### src/rtl/inst_decode_stage.sv
// -----------------------------------------------------------------------------
// inst_decode_stage
//
// Registered instruction-decode stage that sits directly after instruction
// fetch. It takes a 32-bit MIPS-subset instruction word over a valid/ready
// handshake. The word is split into its fields. The opcode/funct pair is
// decoded into registered control signals. Branch and Jump are returned to
// fetch.
//
// After a beq or j, the stage squashes the next accepted slot. It halts on an
// illegal instruction, and it counts every instruction loaded with IdValid=1.
//
// Optional build macro:
//   DELAY_SLOT_EN  - when defined, the word after beq/j is not squashed. It is
//                    treated as a branch delay slot: decoded, counted and
//                    checked for legality like any other word. When undefined,
//                    the SQUASH state is used as described above.
//
// Parameters:
//   CNT_W          - width of DecodeCount (wraps modulo 2^CNT_W)
//
// Ports:
//   Clock          in   rising-edge clock for all state
//   Reset          in   synchronous, active-high reset
//   Inst[31:0]     in   instruction word from fetch
//   InstValid      in   Inst is valid this cycle
//   InstReady      out  stage can accept Inst (!Stall && not halted)
//   Stall          in   downstream hold; every register keeps its value
//   IdValid        out  ID register holds a real, decodable instruction
//   Op/Rs/Rt/Rd/Funct/Imm16/Target
//                  out  raw fields of the registered instruction word
//   RegDst, ALUSrc, MemToReg, RegWrite, MemRead, MemWrite, Branch, Jump
//                  out  control signals (0 whenever IdValid=0)
//   ALUOp[1:0]     out  ALU operation class
//   Illegal        out  sticky illegal-instruction flag (cleared by Reset only)
//   DecodeCount    out  number of instructions loaded with IdValid=1
// -----------------------------------------------------------------------------
module inst_decode_stage #(
    parameter int CNT_W = 32
) (
    input  logic             Clock,
    input  logic             Reset,
    input  logic [31:0]      Inst,
    input  logic             InstValid,
    output logic             InstReady,
    input  logic             Stall,
    output logic             IdValid,
    output logic [5:0]       Op,
    output logic [4:0]       Rs,
    output logic [4:0]       Rt,
    output logic [4:0]       Rd,
    output logic [5:0]       Funct,
    output logic [15:0]      Imm16,
    output logic [25:0]      Target,
    output logic             RegDst,
    output logic             ALUSrc,
    output logic             MemToReg,
    output logic             RegWrite,
    output logic             MemRead,
    output logic             MemWrite,
    output logic             Branch,
    output logic             Jump,
    output logic [1:0]       ALUOp,
    output logic             Illegal,
    output logic [CNT_W-1:0] DecodeCount
);

    // Opcodes recognised by this stage.
    localparam logic [5:0] OP_RTYPE = 6'b000000;
    localparam logic [5:0] OP_LW    = 6'b100011;
    localparam logic [5:0] OP_SW    = 6'b101011;
    localparam logic [5:0] OP_BEQ   = 6'b000100;
    localparam logic [5:0] OP_J     = 6'b000010;
    localparam logic [5:0] OP_ADDI  = 6'b001000;
    localparam logic [5:0] OP_ORI   = 6'b001101;

    // R-type funct codes recognised by this stage.
    localparam logic [5:0] FN_SLL   = 6'b000000;
    localparam logic [5:0] FN_ADD   = 6'b100000;
    localparam logic [5:0] FN_SUB   = 6'b100010;
    localparam logic [5:0] FN_AND   = 6'b100100;
    localparam logic [5:0] FN_OR    = 6'b100101;
    localparam logic [5:0] FN_SLT   = 6'b101010;

    // Control bundle packing:
    //   {RegDst, ALUSrc, MemToReg, RegWrite, MemRead, MemWrite, Branch, Jump, ALUOp[1:0]}
    localparam int CTRL_W = 10;

    localparam logic [CTRL_W-1:0] CTRL_RTYPE = 10'b1_0_0_1_0_0_0_0_10;
    localparam logic [CTRL_W-1:0] CTRL_LW    = 10'b0_1_1_1_1_0_0_0_00;
    localparam logic [CTRL_W-1:0] CTRL_SW    = 10'b0_1_0_0_0_1_0_0_00;
    localparam logic [CTRL_W-1:0] CTRL_BEQ   = 10'b0_0_0_0_0_0_1_0_01;
    localparam logic [CTRL_W-1:0] CTRL_J     = 10'b0_0_0_0_0_0_0_1_00;
    localparam logic [CTRL_W-1:0] CTRL_ADDI  = 10'b0_1_0_1_0_0_0_0_00;
    localparam logic [CTRL_W-1:0] CTRL_ORI   = 10'b0_1_0_1_0_0_0_0_11;

    // Bit positions of the control-flow bits inside the bundle.
    localparam int CTRL_BRANCH_BIT = 3;
    localparam int CTRL_JUMP_BIT   = 2;

    typedef enum logic [1:0] {
        RUN    = 2'd0,
        SQUASH = 2'd1,
        HALT   = 2'd2
    } state_t;

    // Returns {legal, control bundle}.
    // Illegal encodings return an all-zero control bundle.
    function automatic logic [CTRL_W:0] decode_ctrl(input logic [5:0] op,
                                                    input logic [5:0] funct);
        logic [CTRL_W:0] res;
        res = '0;
        case (op)
            OP_RTYPE: begin
                case (funct)
                    FN_SLL, FN_ADD, FN_SUB, FN_AND, FN_OR, FN_SLT:
                        res = {1'b1, CTRL_RTYPE};
                    default:
                        res = '0;
                endcase
            end
            OP_LW:   res = {1'b1, CTRL_LW};
            OP_SW:   res = {1'b1, CTRL_SW};
            OP_BEQ:  res = {1'b1, CTRL_BEQ};
            OP_J:    res = {1'b1, CTRL_J};
            OP_ADDI: res = {1'b1, CTRL_ADDI};
            OP_ORI:  res = {1'b1, CTRL_ORI};
            default: res = '0;
        endcase
        return res;
    endfunction

    // Stage p1 registers (the ID register).
    logic [31:0]       word_p1;
    logic              vld_p1;
    logic [CTRL_W-1:0] ctrl_p1;
    logic              illegal_p1;
    logic [CNT_W-1:0]  count_p1;
    state_t            state_p1;

    // Next-state values.
    logic [31:0]       word_nxt;
    logic              vld_nxt;
    logic [CTRL_W-1:0] ctrl_nxt;
    logic              illegal_nxt;
    logic [CNT_W-1:0]  count_nxt;
    state_t            state_nxt;

    logic              accept;
    logic [CTRL_W:0]   dec;
    logic              dec_legal;
    logic [CTRL_W-1:0] dec_ctrl;
    logic              dec_redirect;

    assign InstReady    = !Stall && (state_p1 != HALT);
    assign accept       = InstValid && InstReady;

    assign dec          = decode_ctrl(Inst[31:26], Inst[5:0]);
    assign dec_legal    = dec[CTRL_W];
    assign dec_ctrl     = dec[CTRL_W-1:0];
    assign dec_redirect = dec_ctrl[CTRL_BRANCH_BIT] | dec_ctrl[CTRL_JUMP_BIT];

    always_comb begin
        // Default: hold everything (covers Stall=1).
        word_nxt    = word_p1;
        vld_nxt     = vld_p1;
        ctrl_nxt    = ctrl_p1;
        illegal_nxt = illegal_p1;
        count_nxt   = count_p1;
        state_nxt   = state_p1;

        if (!Stall) begin
            // Without an accept a bubble is loaded.
            // The fields keep the last word they captured.
            vld_nxt  = 1'b0;
            ctrl_nxt = '0;

            if (accept) begin
                // The fields always capture the raw word.
                // This includes squashed and illegal words.
                word_nxt = Inst;
                case (state_p1)
                    RUN: begin
                        if (!dec_legal) begin
                            illegal_nxt = 1'b1;
                            state_nxt   = HALT;
                        end else begin
                            vld_nxt   = 1'b1;
                            ctrl_nxt  = dec_ctrl;
                            count_nxt = count_p1 + CNT_W'(1);
`ifdef DELAY_SLOT_EN
                            state_nxt = RUN;
`else
                            state_nxt = dec_redirect ? SQUASH : RUN;
`endif
                        end
                    end
                    // The squashed slot is dropped without any legality check.
                    SQUASH: state_nxt = RUN;
                    default: state_nxt = state_p1;
                endcase
            end
        end
    end

`ifdef DELAY_SLOT_EN
    // A delay slot does not care whether the word redirects fetch.
    logic unused_redirect;
    assign unused_redirect = dec_redirect;
`endif

    // ---- stage p1: ID register ----
    always_ff @(posedge Clock) begin
        if (Reset) begin
            word_p1    <= '0;
            vld_p1     <= 1'b0;
            ctrl_p1    <= '0;
            illegal_p1 <= 1'b0;
            count_p1   <= '0;
            state_p1   <= RUN;
        end else begin
            word_p1    <= word_nxt;
            vld_p1     <= vld_nxt;
            ctrl_p1    <= ctrl_nxt;
            illegal_p1 <= illegal_nxt;
            count_p1   <= count_nxt;
            state_p1   <= state_nxt;
        end
    end

    assign IdValid     = vld_p1;
    assign Op          = word_p1[31:26];
    assign Rs          = word_p1[25:21];
    assign Rt          = word_p1[20:16];
    assign Rd          = word_p1[15:11];
    assign Funct       = word_p1[5:0];
    assign Imm16       = word_p1[15:0];
    assign Target      = word_p1[25:0];

    assign RegDst      = ctrl_p1[9];
    assign ALUSrc      = ctrl_p1[8];
    assign MemToReg    = ctrl_p1[7];
    assign RegWrite    = ctrl_p1[6];
    assign MemRead     = ctrl_p1[5];
    assign MemWrite    = ctrl_p1[4];
    assign Branch      = ctrl_p1[3];
    assign Jump        = ctrl_p1[2];
    assign ALUOp       = ctrl_p1[1:0];

    assign Illegal     = illegal_p1;
    assign DecodeCount = count_p1;

endmodule

### config.mk
export PLATFORM = sky130hd
export DESIGN_NAME = inst_decode_stage
export DESIGN_NICKNAME = d
export VERILOG_FILES = /design/src/rtl/inst_decode_stage.sv
export SDC_FILE = /design/constraint.sdc
export NUM_CORES = 1
export LEC_CHECK = 0
export ABC_AREA = 1
export CORE_MARGIN = 2
export CORE_UTILIZATION = 45
export CTS_CLUSTER_SIZE = 12
export DETAILED_ROUTE_END_ITERATION = 16
export PLACE_DENSITY = 0.88
export SETUP_SLACK_MARGIN = 0.05
export SLEW_MARGIN = 25
export SYNTH_ARGS = -nofsm -noshare
export SYNTH_HDL_FRONTEND = slang
export SYNTH_SLANG_ARGS = --single-unit
### constraint.sdc
create_clock -name Clock -period 2.1 [get_ports Clock]
set_input_delay 0.42 -clock Clock [delete_from_list [all_inputs] [get_ports Clock]]
set_output_delay 0.42 -clock Clock [all_outputs]
set_load 0.01 [all_outputs]
Word-level counts from Yosys, hierarchy flattened
Cells that the tools add are included.
{"block": "totals", "word_cells": 46, "regBits": 78}
{"block": "classes", "n_reduce_logical": 12, "bitwise": 3, "addsub": 1, "mux": 11, "n_eq_ne": 13}
{"cell": "$pmux 11 s7", "n": 1}
{"cell": "$eq 6x6->1 const B", "n": 7}
{"cell": "$add 32x1->32 const B", "n": 1}
{"cell": "$mux 10", "n": 3}
{"cell": "$eq 6x4->1 const B", "n": 2}
{"cell": "$logic_not 6->1", "n": 2}
{"cell": "$mux 11", "n": 1}
{"cell": "$reduce_and 4->1", "n": 2}
{"cell": "$eq 6x2->1 const B", "n": 1}
{"cell": "$eq 6x3->1 const B", "n": 1}
{"cell": "$reduce_or 6->1", "n": 1}
{"cell": "$mux 1", "n": 4}
{"cell": "$pmux 2 s2", "n": 1}
{"cell": "$reduce_and 3->1", "n": 1}
{"cell": "$eq 2x1->1 const B", "n": 1}
{"cell": "$logic_and 1x1->1", "n": 2}
{"cell": "$logic_not 2->1", "n": 1}
{"cell": "$mux 2", "n": 1}
{"cell": "$ne 2x2->1 const B", "n": 1}
{"cell": "$not 1->1", "n": 2}
{"cell": "$reduce_and 2->1", "n": 1}
{"cell": "$reduce_bool 2->1", "n": 1}
{"cell": "$logic_not 1->1", "n": 1}
{"cell": "$or 1x1->1", "n": 1}

Longest topological paths before layout
{"block": "depth", "depth_word": 8, "mapped_depth": 10, "ltp_nobuf": 10}

Worst setup path before layout
OpenSTA, ideal clock, no wires.
{"block": "synth_path", "path_kind": "register -> register", "startpoint": "reg count_p1[0], in the netlist DecodeCount[0]", "endpoint": "reg count_p1[16], in the netlist DecodeCount[16]", "path_stages_with_launch": 10, "arrival_ps": 1571, "slack_ps": 459, "path_buffers": 0, "cell_sequence": "dfxtp_1 > ha_1 > inv_1 > nor2_1 > nand2_1 > inv_1 > nand4_1 > nand2_1 > nand3_1 > a21oi_1"}
{"block": "synth_between", "elab_chain_cells": 1}
{"element": "start, declared", "line": "138", "text": "logic [CNT_W-1:0] count_p1;"}
{"element": "start signal, assigned", "line": "226", "text": "count_p1 <= count_nxt;"}
{"element": "$add 32x1->32", "line": "190", "text": "count_nxt = count_p1 + CNT_W'(1);"}
Every way passes these cells.
A chain may end at the register's enable or synchronous reset.

Final worst setup path
{"block": "layout_path", "startpoint": "in Inst[26]", "endpoint": "reg count_p1[9], in the netlist DecodeCount[9]"}
{"block": "layout_between", "elab_chain_cells": 3, "elab_cells_between_ends": 9, "cone_classes": "eq/ne (6); mux (1); reduce/logical (2)"}
{"element": "start, declared", "line": "43", "text": "input logic [31:0] Inst,"}
{"element": "$eq 6x4->1 (tied with other cells)", "line": "113", "text": "case (op)"}
{"element": "$pmux 11 s7 *", "line": "113"}
{"element": "$reduce_and 4->1 (no line) *"}
Mark *: on every way between the ends. The rest lies on a longest branch, timed or not.

==> impl_metrics.prom <==
# TYPE chip_impl_metric gauge
chip_impl_info{name="run_status",value="finished, final reports clean"} 1
chip_impl_info{name="tritoncts_clock_tree",value="done"} 1
chip_impl_metric{name="dr.first_iter.drc_count",unit=""} 192
chip_impl_info{name="synth_top_cell_by_area",value="dfxtp_1"} 1
chip_impl_metric{name="rows",unit=""} 35
chip_impl_metric{name="critical_path_arrival",unit="ns"} 2.11
chip_impl_info{name="layout.cells.most_common",value="nand2_1"} 1
chip_impl_metric{name="fin_worst_skew",unit="ns"} 0.00751
chip_impl_metric{name="worstRegToRegCells",unit=""} 9
chip_impl_metric{name="clock_sinks",unit=""} 77
chip_impl_metric{name="ys.warnings.count",unit=""} 0
chip_impl_metric{name="seq_power_share",unit="%"} 45.7
chip_impl_metric{name="syn-mean-instance-area",unit="um2"} 6.62
chip_impl_metric{name="final-hold-violation-count",unit=""} 0
chip_impl_metric{name="pwr_density_cell",unit="mW/mm2"} 576
chip_impl_info{name="critical_path.startpoint",value="Inst[26]"} 1
chip_impl_metric{name="clock_tree.buffer_depth",unit=""} 2
chip_impl_metric{name="final_core_utilization",unit="%"} 63.3
chip_impl_metric{name="timing.critical_path.required",unit="ns"} 2.32
chip_impl_metric{name="synthesis.area",unit="mm2"} 0.00417
chip_impl_metric{name="antenna_violations_before_repair",unit=""} 0
chip_impl_metric{name="num_vias",unit=""} 4465
chip_impl_metric{name="port_buffers",unit=""} 149
chip_impl_info{name="timing.setup.critical_path_class",value="input pin to flip-flop"} 1
chip_impl_metric{name="final_max_slew_viol_count",unit=""} 0
chip_impl_metric{name="drc",unit=""} 0
chip_impl_info{name="cp-start-kind",value="input pin"} 1
chip_impl_info{name="crit-reg2reg-launch",value="DecodeCount[1]$_SDFFE_PP0P_"} 1
chip_impl_info{name="timing.rr.end",value="DecodeCount[16]$_SDFFE_PP0P_"} 1
chip_impl_info{name="clk_root_buffer_cell",value="clkbuf_8"} 1
chip_impl_info{name="ys_top_cells_by_area",value="dfxtp_1, nand2_1, a21oi_1, buf_4, nor2_1"} 1
chip_impl_metric{name="finish.net_count",unit=""} 778
chip_impl_metric{name="detail_route.wl_per_cell",unit="um"} 13.6
chip_impl_metric{name="ctsHtreeMaxLevel",unit=""} 3
chip_impl_metric{name="clkSlewWorstSetupHoldPaths",unit="ns"} 0.08
chip_impl_info{name="worst_hold_path_type",value="flip-flop to flip-flop"} 1
chip_impl_info{name="critical_path.endpoint_type",value="flip-flop"} 1
chip_impl_metric{name="internal-power",unit="uW"} 2560
chip_impl_metric{name="grtUsageTotal",unit="%"} 23.5
chip_impl_info{name="worst_setup_path_endpoint",value="DecodeCount[9]$_SDFFE_PP0P_"} 1
chip_impl_metric{name="detailedPlacementHpwl",unit="um"} 8390
chip_impl_metric{name="largest_net_degree_at_the_start_of_global_routing",unit=""} 78
chip_impl_metric{name="fin_crit_sh",unit="%"} 90.1
chip_impl_metric{name="p_sw",unit="uW"} 764
chip_impl_metric{name="combinationalPowerShare",unit="%"} 12.8
chip_impl_metric{name="setup_fix_buffers_added_after_clock_tree_synthesis",unit=""} 0
chip_impl_metric{name="synthDistinctLibCells",unit=""} 24
chip_impl_metric{name="setup-violations-final",unit=""} 0
chip_impl_metric{name="antenna_left",unit=""} 0
chip_impl_metric{name="cts_buf_count",unit=""} 9
chip_impl_metric{name="syn_inst_count",unit=""} 630
chip_impl_metric{name="ys_seq_area_share",unit="%"} 37.0
chip_impl_metric{name="maxSlewHeadroom",unit="%"} 71.8
chip_impl_metric{name="cellLeakagePower",unit="uW"} 0.00209
chip_impl_metric{name="die-height",unit="um"} 100
chip_impl_metric{name="synth_seq_cells",unit=""} 77
chip_impl_metric{name="hold_ws",unit="ns"} 0.468
chip_impl_metric{name="wl",unit="um"} 11700
chip_impl_metric{name="setup.reg_to_reg.worst_slack",unit="ns"} 0.32
chip_impl_metric{name="die_x",unit="um"} 100
chip_impl_metric{name="grt_first_pass_wirelength",unit="um"} 19200
chip_impl_metric{name="via_per_inst",unit=""} 5.22
chip_impl_metric{name="core-area",unit="mm2"} 0.00911
chip_impl_metric{name="n_antenna_cell",unit=""} 0
chip_impl_info{name="rsz_0062_raised_after_global_routing",value="false"} 1
chip_impl_info{name="mostFrequentLayoutCells",value="nand2_1, clkdlybuf4s50_1, dfxtp_1"} 1
chip_impl_metric{name="maximum_clock_frequency",unit="MHz"} 528
chip_impl_metric{name="final_layout_size_suffix_gt1_share",unit="%"} 5.64
chip_impl_metric{name="p_sw_share",unit="%"} 23.0
chip_impl_metric{name="ir_worst_vdd",unit="uV"} 417
chip_impl_metric{name="tns",unit="ns"} 0
chip_impl_metric{name="synthDominantCellAreaShare",unit="%"} 37.0
chip_impl_metric{name="grt_pass1_vias",unit=""} 4307
chip_impl_metric{name="pin_count",unit=""} 150
chip_impl_metric{name="clk_network_pwr_share",unit="%"} 41.4
chip_impl_metric{name="start_util",unit="%"} 45.8
chip_impl_metric{name="synthToLayoutAreaGrowth",unit="%"} 38.4
chip_impl_metric{name="worstMarginPinSlew",unit="ns"} 0.418
chip_impl_metric{name="worstPathMaxFanout",unit=""} 33
chip_impl_metric{name="clkLatencyLatePin",unit="ns"} 0.35
chip_impl_metric{name="gpl.final_weighted_congestion",unit=""} 0.929
chip_impl_metric{name="finalCriticalPeriod",unit="ns"} 1.89
chip_impl_metric{name="drt_pass1_iterations",unit=""} 5
chip_impl_metric{name="syn_nets",unit=""} 667
chip_impl_metric{name="die-area",unit="mm2"} 0.0100
chip_impl_metric{name="overflow",unit=""} 0
chip_impl_metric{name="drv_cap",unit=""} 0
-- worst max-delay path, stage by stage --
cell,delay [ns]
clkdlybuf4s50_1,0.49
nor2_1,0.25
nand2_1,0.10
nor2_2,0.14
nand3_2,0.13
nand3_4,0.14
nand2_4,0.22
nand2_1,0.14
a21oi_1,0.07
-- layer usage --
metal / wire length (um) / global-route usage (%) / part of all wire (%)
met5: 0 / 0 / 0
met4: 263 / 9.38 / 2.3
met1: 4810 / 28.2 / 41
met3: 956 / 5.29 / 8.2
met2: 5650 / 40.6 / 48
-- logic make-up after synthesis --
family / Yosys count / share of synthesized area, %
adders and majority gates: 1 / 0.300
xor gates and xnor gates: 11 / 2.31
buffers and inverters: 92 / 13.1
AOI/OAI and AO/OA: 84 / 10.2
and+or+nand+nor: 365 / 37.1
DFF: 77 / 37.0
-- cells in the mapped netlist --
master    number
inv_2          1
nand3b_1      19
nand2_1      232
nor2_4         1
buf_4         40
buf_6          6
nand4_1        4
nand3_2        1
dfxtp_1       77
nor2_2         2
o21ai_0        7
xnor2_1        8
clkbuf_1      14
inv_1         27
ha_1           1
nand2_2        1
xor2_1         3
a21oi_2        1
nor2_1        60
a21oi_1       76
nand3_4        1
buf_2          4
nand2_4        1
nand3_1       43
-- power by group through the flow --
| stage | clock network [uW] | registers [uW] | logic (uW) |
|---|---|---|---|
| final | 1380 | 1520 | 427 |
| after global routing | 1440 | 1530 | 460 |
| after CTS | 1390 | 1520 | 429 |
| after detailed placement | 0 | 1550 | 426 |
| after global placement | 0 | 1550 | 418 |
| after floorplan | 0 | 1570 | 207 |
-- final cells by class --
| cell class | instances | area [um2] |
|---|---|---|
| Tap cell | 111 | 139 |
| Inverter | 28 | 105 |
| Timing Repair Buffer | 164 | 1650 |
| Fill cell | 790 | 3340 |
| Clock inverter | 4 | 95.1 |
| Multi-Input combinational cell | 461 | 2090 |
| Sequential cell | 77 | 1540 |
| Clock buffer | 11 | 151 |
-- metrics by stage --
stage / worst slack (ns) / instances / power, uW / instance area [um2]
after global placement: -0.0144 / 841 / 1970 / 5520
after detailed placement: -0.130 / 841 / 1980 / 5520
final: 0.207 / 856 / 3330 / 5770
after global routing: 0.0673 / 856 / 3430 / 5770
after floorplan: 0.459 / 630 / 1770 / 4170
after CTS: 0.0762 / 856 / 3340 / 5770
-- worst min-delay path by stage --
stage	cells past startpoint	startpoint	slack (ns)	end
floorplan	2	state_p1[1]$_SDFFE_PP0P_	0.46	state_p1[1]$_SDFFE_PP0P_
global placement	2	ctrl_p1[8]$_SDFFE_PP0N_	0.45	ctrl_p1[8]$_SDFFE_PP0N_
detailed placement	2	word_p1[28]$_SDFFE_PP0P_	0.46	word_p1[28]$_SDFFE_PP0P_
CTS	2	word_p1[28]$_SDFFE_PP0P_	0.47	word_p1[28]$_SDFFE_PP0P_
global route	2	word_p1[28]$_SDFFE_PP0P_	0.49	word_p1[28]$_SDFFE_PP0P_
finish	2	word_p1[28]$_SDFFE_PP0P_	0.47	word_p1[28]$_SDFFE_PP0P_
-- flip-flops by register name (all words and copies together) (netlist names) --
| name | count |
|---|---|
| ctrl_p1 | 9 |
| word_p1 | 32 |
| DecodeCount | 32 |
| Illegal | 1 |
| state_p1 | 2 |
| IdValid | 1 |
-- repair_timing --
action | CTS | global route
resized for setup | 1 | 1
endpoints found under the setup margin | 1 | 1
gates cloned | 0 | 0
hold buffers | 0 | 0
Power figures use the tool's default switching activity.
==> variant 1: new RTL, config.mk and constraints unchanged <==
Re-encode `state_t` (3 states) as one-hot, 3 bits wide.
--- a/src/rtl/inst_decode_stage.sv
+++ b/src/rtl/inst_decode_stage.sv
@@ -99,8 +99,8 @@
     localparam int CTRL_JUMP_BIT   = 2;
 
-    typedef enum logic [1:0] {
-        RUN    = 2'd0,
-        SQUASH = 2'd1,
-        HALT   = 2'd2
+    typedef enum logic [2:0] {
+        RUN    = 3'b001,
+        SQUASH = 3'b010,
+        HALT   = 3'b100
     } state_t;
 
Check against the original RTL: no difference found for any inputs over 4 cycles, from zero or initial values and one cycle with Reset high; so few cycles prove little.
==> variant 1 against the original RTL <==
  * Sequential power grew 3%
  * Via count grew 3.0%
  * Sequential cell count grew 1
  * Final area grew 3.5%
  * Power shrank 3.8%
  * Final cell count grew 6.7%
  * Clock skew grew 0.69 ps
  * Setup slack gained 5.3 ps
  * Routed wire length grew 4.7%
  * Largest cell class unchanged
  * Clock power shrank 22%
  * Hold slack lost 2.0 ps
  * Area after synthesis grew 3.9%
==> variant 1: results (changes against the original RTL) <==
- The first-pass GRT wire length was 19800 µm (+3.2%).
* Share of post-route cells with drive strength above 1: 7.27% (+1.6 points)
- The number of fill cells came to 802 (+1.5%).
* Worst-case hold path end point: Illegal
- Worst slack after detailed placement: -117 ps (+12.8 ps)
* Final std cells w/o fill: 913 (+6.7%)
* Syn_nets: 701 (+5.1%)
* Proportion of synthesized chip area in sequential cells: 36.1% (-0.93 points)
- Final hold slack: 466 ps (-2.01 ps)
- Global-route track usage on met3: 6.09% (+0.80 points)
- The adder-cell area share of the yosys netlist was 0.289% (-0.011 points).
- Outcome: completed
* Net Sw Power: 854 µW (+12%)
* Total instance count after detailed placement: 899 (+6.9%)
* HP Start: Illegal
- Vias in the first global route: 4249 (-1.3%)
- The final weighted congestion of routability-driven global placement is 0.938 (+1.0%).
* Post-DP Area: 5770 µm² (+4.6%)
- The met1 routing resource usage after global routing came to 30.0% (+1.8 points).
- Critical R2R Launch: DecodeCount[2]
- Compound-gate portion of the synthesized area: 9.71% (-0.47 points)
- Maximum fanout along the worst path: 23 (-30%)
- Vias per inst: 5.04 (-3.4%)
* Flop-to-flop setup slack: 340 ps (+20 ps)
- The wire length reported by the detailed router was 12200 µm (+4.7%).
## variant 1: area by class of cell
type	count	area, µm²	share of cell area (%)
Inverter	63	236	3.96
Tap cell	129	161	2.70
Timing Repair Buffer	172	1730	29.0
Sequential cell	78	1560	26.2
Clock buffer	9	124	2.07
Clock inverter	5	52.6	0.880
Multi-Input combinational cell	457	2110	35.3
## variant 1: critical path, delay by kind of cell
| kind | cells | cell delay, ps |
|---|---|---|
| buffers and inverters | 4 | 890 |
| AND/OR/NAND/NOR | 6 | 620 |
| AO/OA/AOI/OAI | 1 | 180 |
## variant 1: timing repair
item,4_1_cts,5_1_grt
hold buffers,0,0
endpoints found under the setup margin,1,4
gates resized for setup,1,7
## variant 1: cell families after synthesis
kind of cell | after synthesis
simple gates | 366
buf+inv | 129
compound gates | 84
flops | 78
xor+xnor | 6
fa+ha+maj | 1
## variant 1: worst max-delay path by stage
stage / from / end
after floorplan: DecodeCount[0] / DecodeCount[16]
after global placement: Inst[30] / DecodeCount[2]
after detailed placement: Inst[28] / DecodeCount[7]
after CTS: Stall / InstReady
after global routing: Inst[29] / DecodeCount[16]
final: Inst[28] / DecodeCount[7]
## variant 1: power groups by stage
stage / Combinational, µW / Clock, µW / Sequential, µW
6_report: 560 / 1070 / 1570
5_1_grt: 600 / 1160 / 1570
4_1_cts: 559 / 1100 / 1570
3_5_place_dp: 556 / 0 / 1600
3_3_place_gp: 545 / 0 / 1600
2_1_floorplan: 272 / 0 / 1610
## variant 1: layer usage
metal	share of wire, %	routed length, µm
met5	0	0
met4	1.7	213
met3	8.9	1090
met2	47	5720
met1	43	5210
==> variant 2: new RTL, same settings <==
Without the edit above. Build with the macro `DELAY_SLOT_EN` defined.
--- a/src/rtl/inst_decode_stage.sv
+++ b/src/rtl/inst_decode_stage.sv
@@ -36,4 +36,6 @@
 //   DecodeCount    out  number of instructions loaded with IdValid=1
 // -----------------------------------------------------------------------------
+`define DELAY_SLOT_EN
+
 module inst_decode_stage #(
     parameter int CNT_W = 32
Behaviour: not the same (Yosys sat finds a counterexample within 4 cycles, from zero or initial values and one cycle with Reset high).
==> variant 2 against the original RTL <==
  * Sequential cell count down 1
  * Routed wire length up 2.9%
  * Setup slack worse by 70 ps
  * Count of clock-buffer cells in the layout down 1
  * Area after synthesis down 0.15%
  * Final area down 1.4%
  * Register-to-register slack worse by 20 ps
  * Power down 0.34%
  * First-iteration DRC count up 15%
  * Synthesized cell count down 1.1%
  * Largest power group unchanged
  * Highest routed layer unchanged
==> variant 2: results (changes against the original RTL) <==
- Critical path's top delay family: buffers and inverters
- Detailed-route via count: 4383 (-1.8%)
- The slew at the pin closest to its max-slew limit was 426 ps (+8.33 ps).
- The maximum clock skew at final layout came to 8.45 ps (+0.945 ps).
- Layout clock buffer count: 10 (-1)
- Switching Fraction: 25.5% (+2.5 points)
* Multi-input comb cells: 452 (-2.0%)
* Maximum number of pins on one net before global-route repair: 41 (-47%)
- Post-DP Area: 5460 µm² (-1.0%)
* Multi-input gate area in the final layout: 2070 µm² (-0.84%)
* Share of post-route cells with drive strength above 1: 6.52% (+0.88 points)
- Outcome: completed
- Resized Gates After CTS: 0 (-1)
* Gr usage total: 24.5% (+1.0 points)
* Sum of net half-perimeters after detailed placement: 9020 µm (+7.4%)
- The per-cell routed wire length came to 14.2 µm (+3.9%).
- Number of ordinary and repair buffers in the finished layout: 160 (-2.4%)
- The met2 layer usage reported by global route was 40.2% (-0.36 points).
* Syn_nets: 660 (-1.0%)
- Stage delay of the slowest cell on the critical path: 550 ps (+60 ps)
- Layout fillers: 807 (+2.2%)
* Cell types with the highest counts after synthesis: 168 x sky130_fd_sc_hd__nand2_1, 109 x sky130_fd_sc_hd__nor2_1, 76 x sky130_fd_sc_hd__dfxtp_1
- Non-clock inverters: 32 (+14%)
* NumNets Final: 768 (-1.3%)
* Proportion of synthesized chip area in sequential cells: 36.6% (-0.43 points)
* Maximum fanout along the worst path: 2 (-94%)
- The standby leakage power is 0.00208 µW (-0.38%).
* Count of distinct cell types in the synthesized netlist: 30 (+25%)
- Iter 0 DRT Violations: 221 (+15%)
- The buffering overhead was 28.3% (-0.29 points).
* Syn Inst Count: 623 (-1.1%)
- The number of cells after detailed placement was 831 (-1.2%).
- The sequential fraction of total cell area is 26.8% (+0.036 points).
- Worst slack after detailed placement: -162 ps (-31.9 ps)
- Vias in the first global route: 4175 (-3.1%)
- Count of state elements after synthesis: 76 (-1.3%)
variant 2: changes by cell type in the layout (fill, tap and decap cells not counted), moves of 3 or more:
| cell | before | now |
|---|---|---|
| sky130_fd_sc_hd__buf_4 | 11 | 8 |
| sky130_fd_sc_hd__nand3_2 | 1 | 4 |
| sky130_fd_sc_hd__nor2_1 | 58 | 109 |
| sky130_fd_sc_hd__nand4_1 | 4 | 0 |
| sky130_fd_sc_hd__nand2_1 | 232 | 168 |
| sky130_fd_sc_hd__inv_2 | 1 | 4 |
| sky130_fd_sc_hd__a21oi_1 | 76 | 47 |
| sky130_fd_sc_hd__o21ai_0 | 7 | 42 |
| sky130_fd_sc_hd__nand3b_1 | 19 | 15 |
variant 2: final timing paths:
check / slack [ps] / from / end / cells after the start
worst max register to register: 300 / DecodeCount[1] / DecodeCount[16] / 9
worst min register to register: 480 / ctrl_p1[0] / ctrl_p1[0] / 2
worst max-delay path: 140 / Stall / InstReady / 3
worst min-delay path: 480 / ctrl_p1[0] / ctrl_p1[0] / 2
variant 2: cell families after synthesis:
logic type | Yosys count | share of synthesized area (%)
simple gates | 351 | 36.4
buf+inv | 95 | 13.7
compound gates | 90 | 10.9
flops | 76 | 36.6
xor+xnor | 10 | 2.10
fa+ha+maj | 1 | 0.301
variant 2: power groups by stage:
stage	Sequential [µW]	Combinational, µW	Clock, µW
global placement	1560	508	0
CTS	1530	525	1280
detailed placement	1560	523	0
finish	1530	524	1260
global route	1540	561	1350
floorplan	1580	256	0
variant 2: routing by layer:
metal / vias up / routed length (µm)
met2: 148 / 5920
met1: 2035 / 5110
li1: 2172 / -
met3: 28 / 593
met5: - / 0
met4: 0 / 387
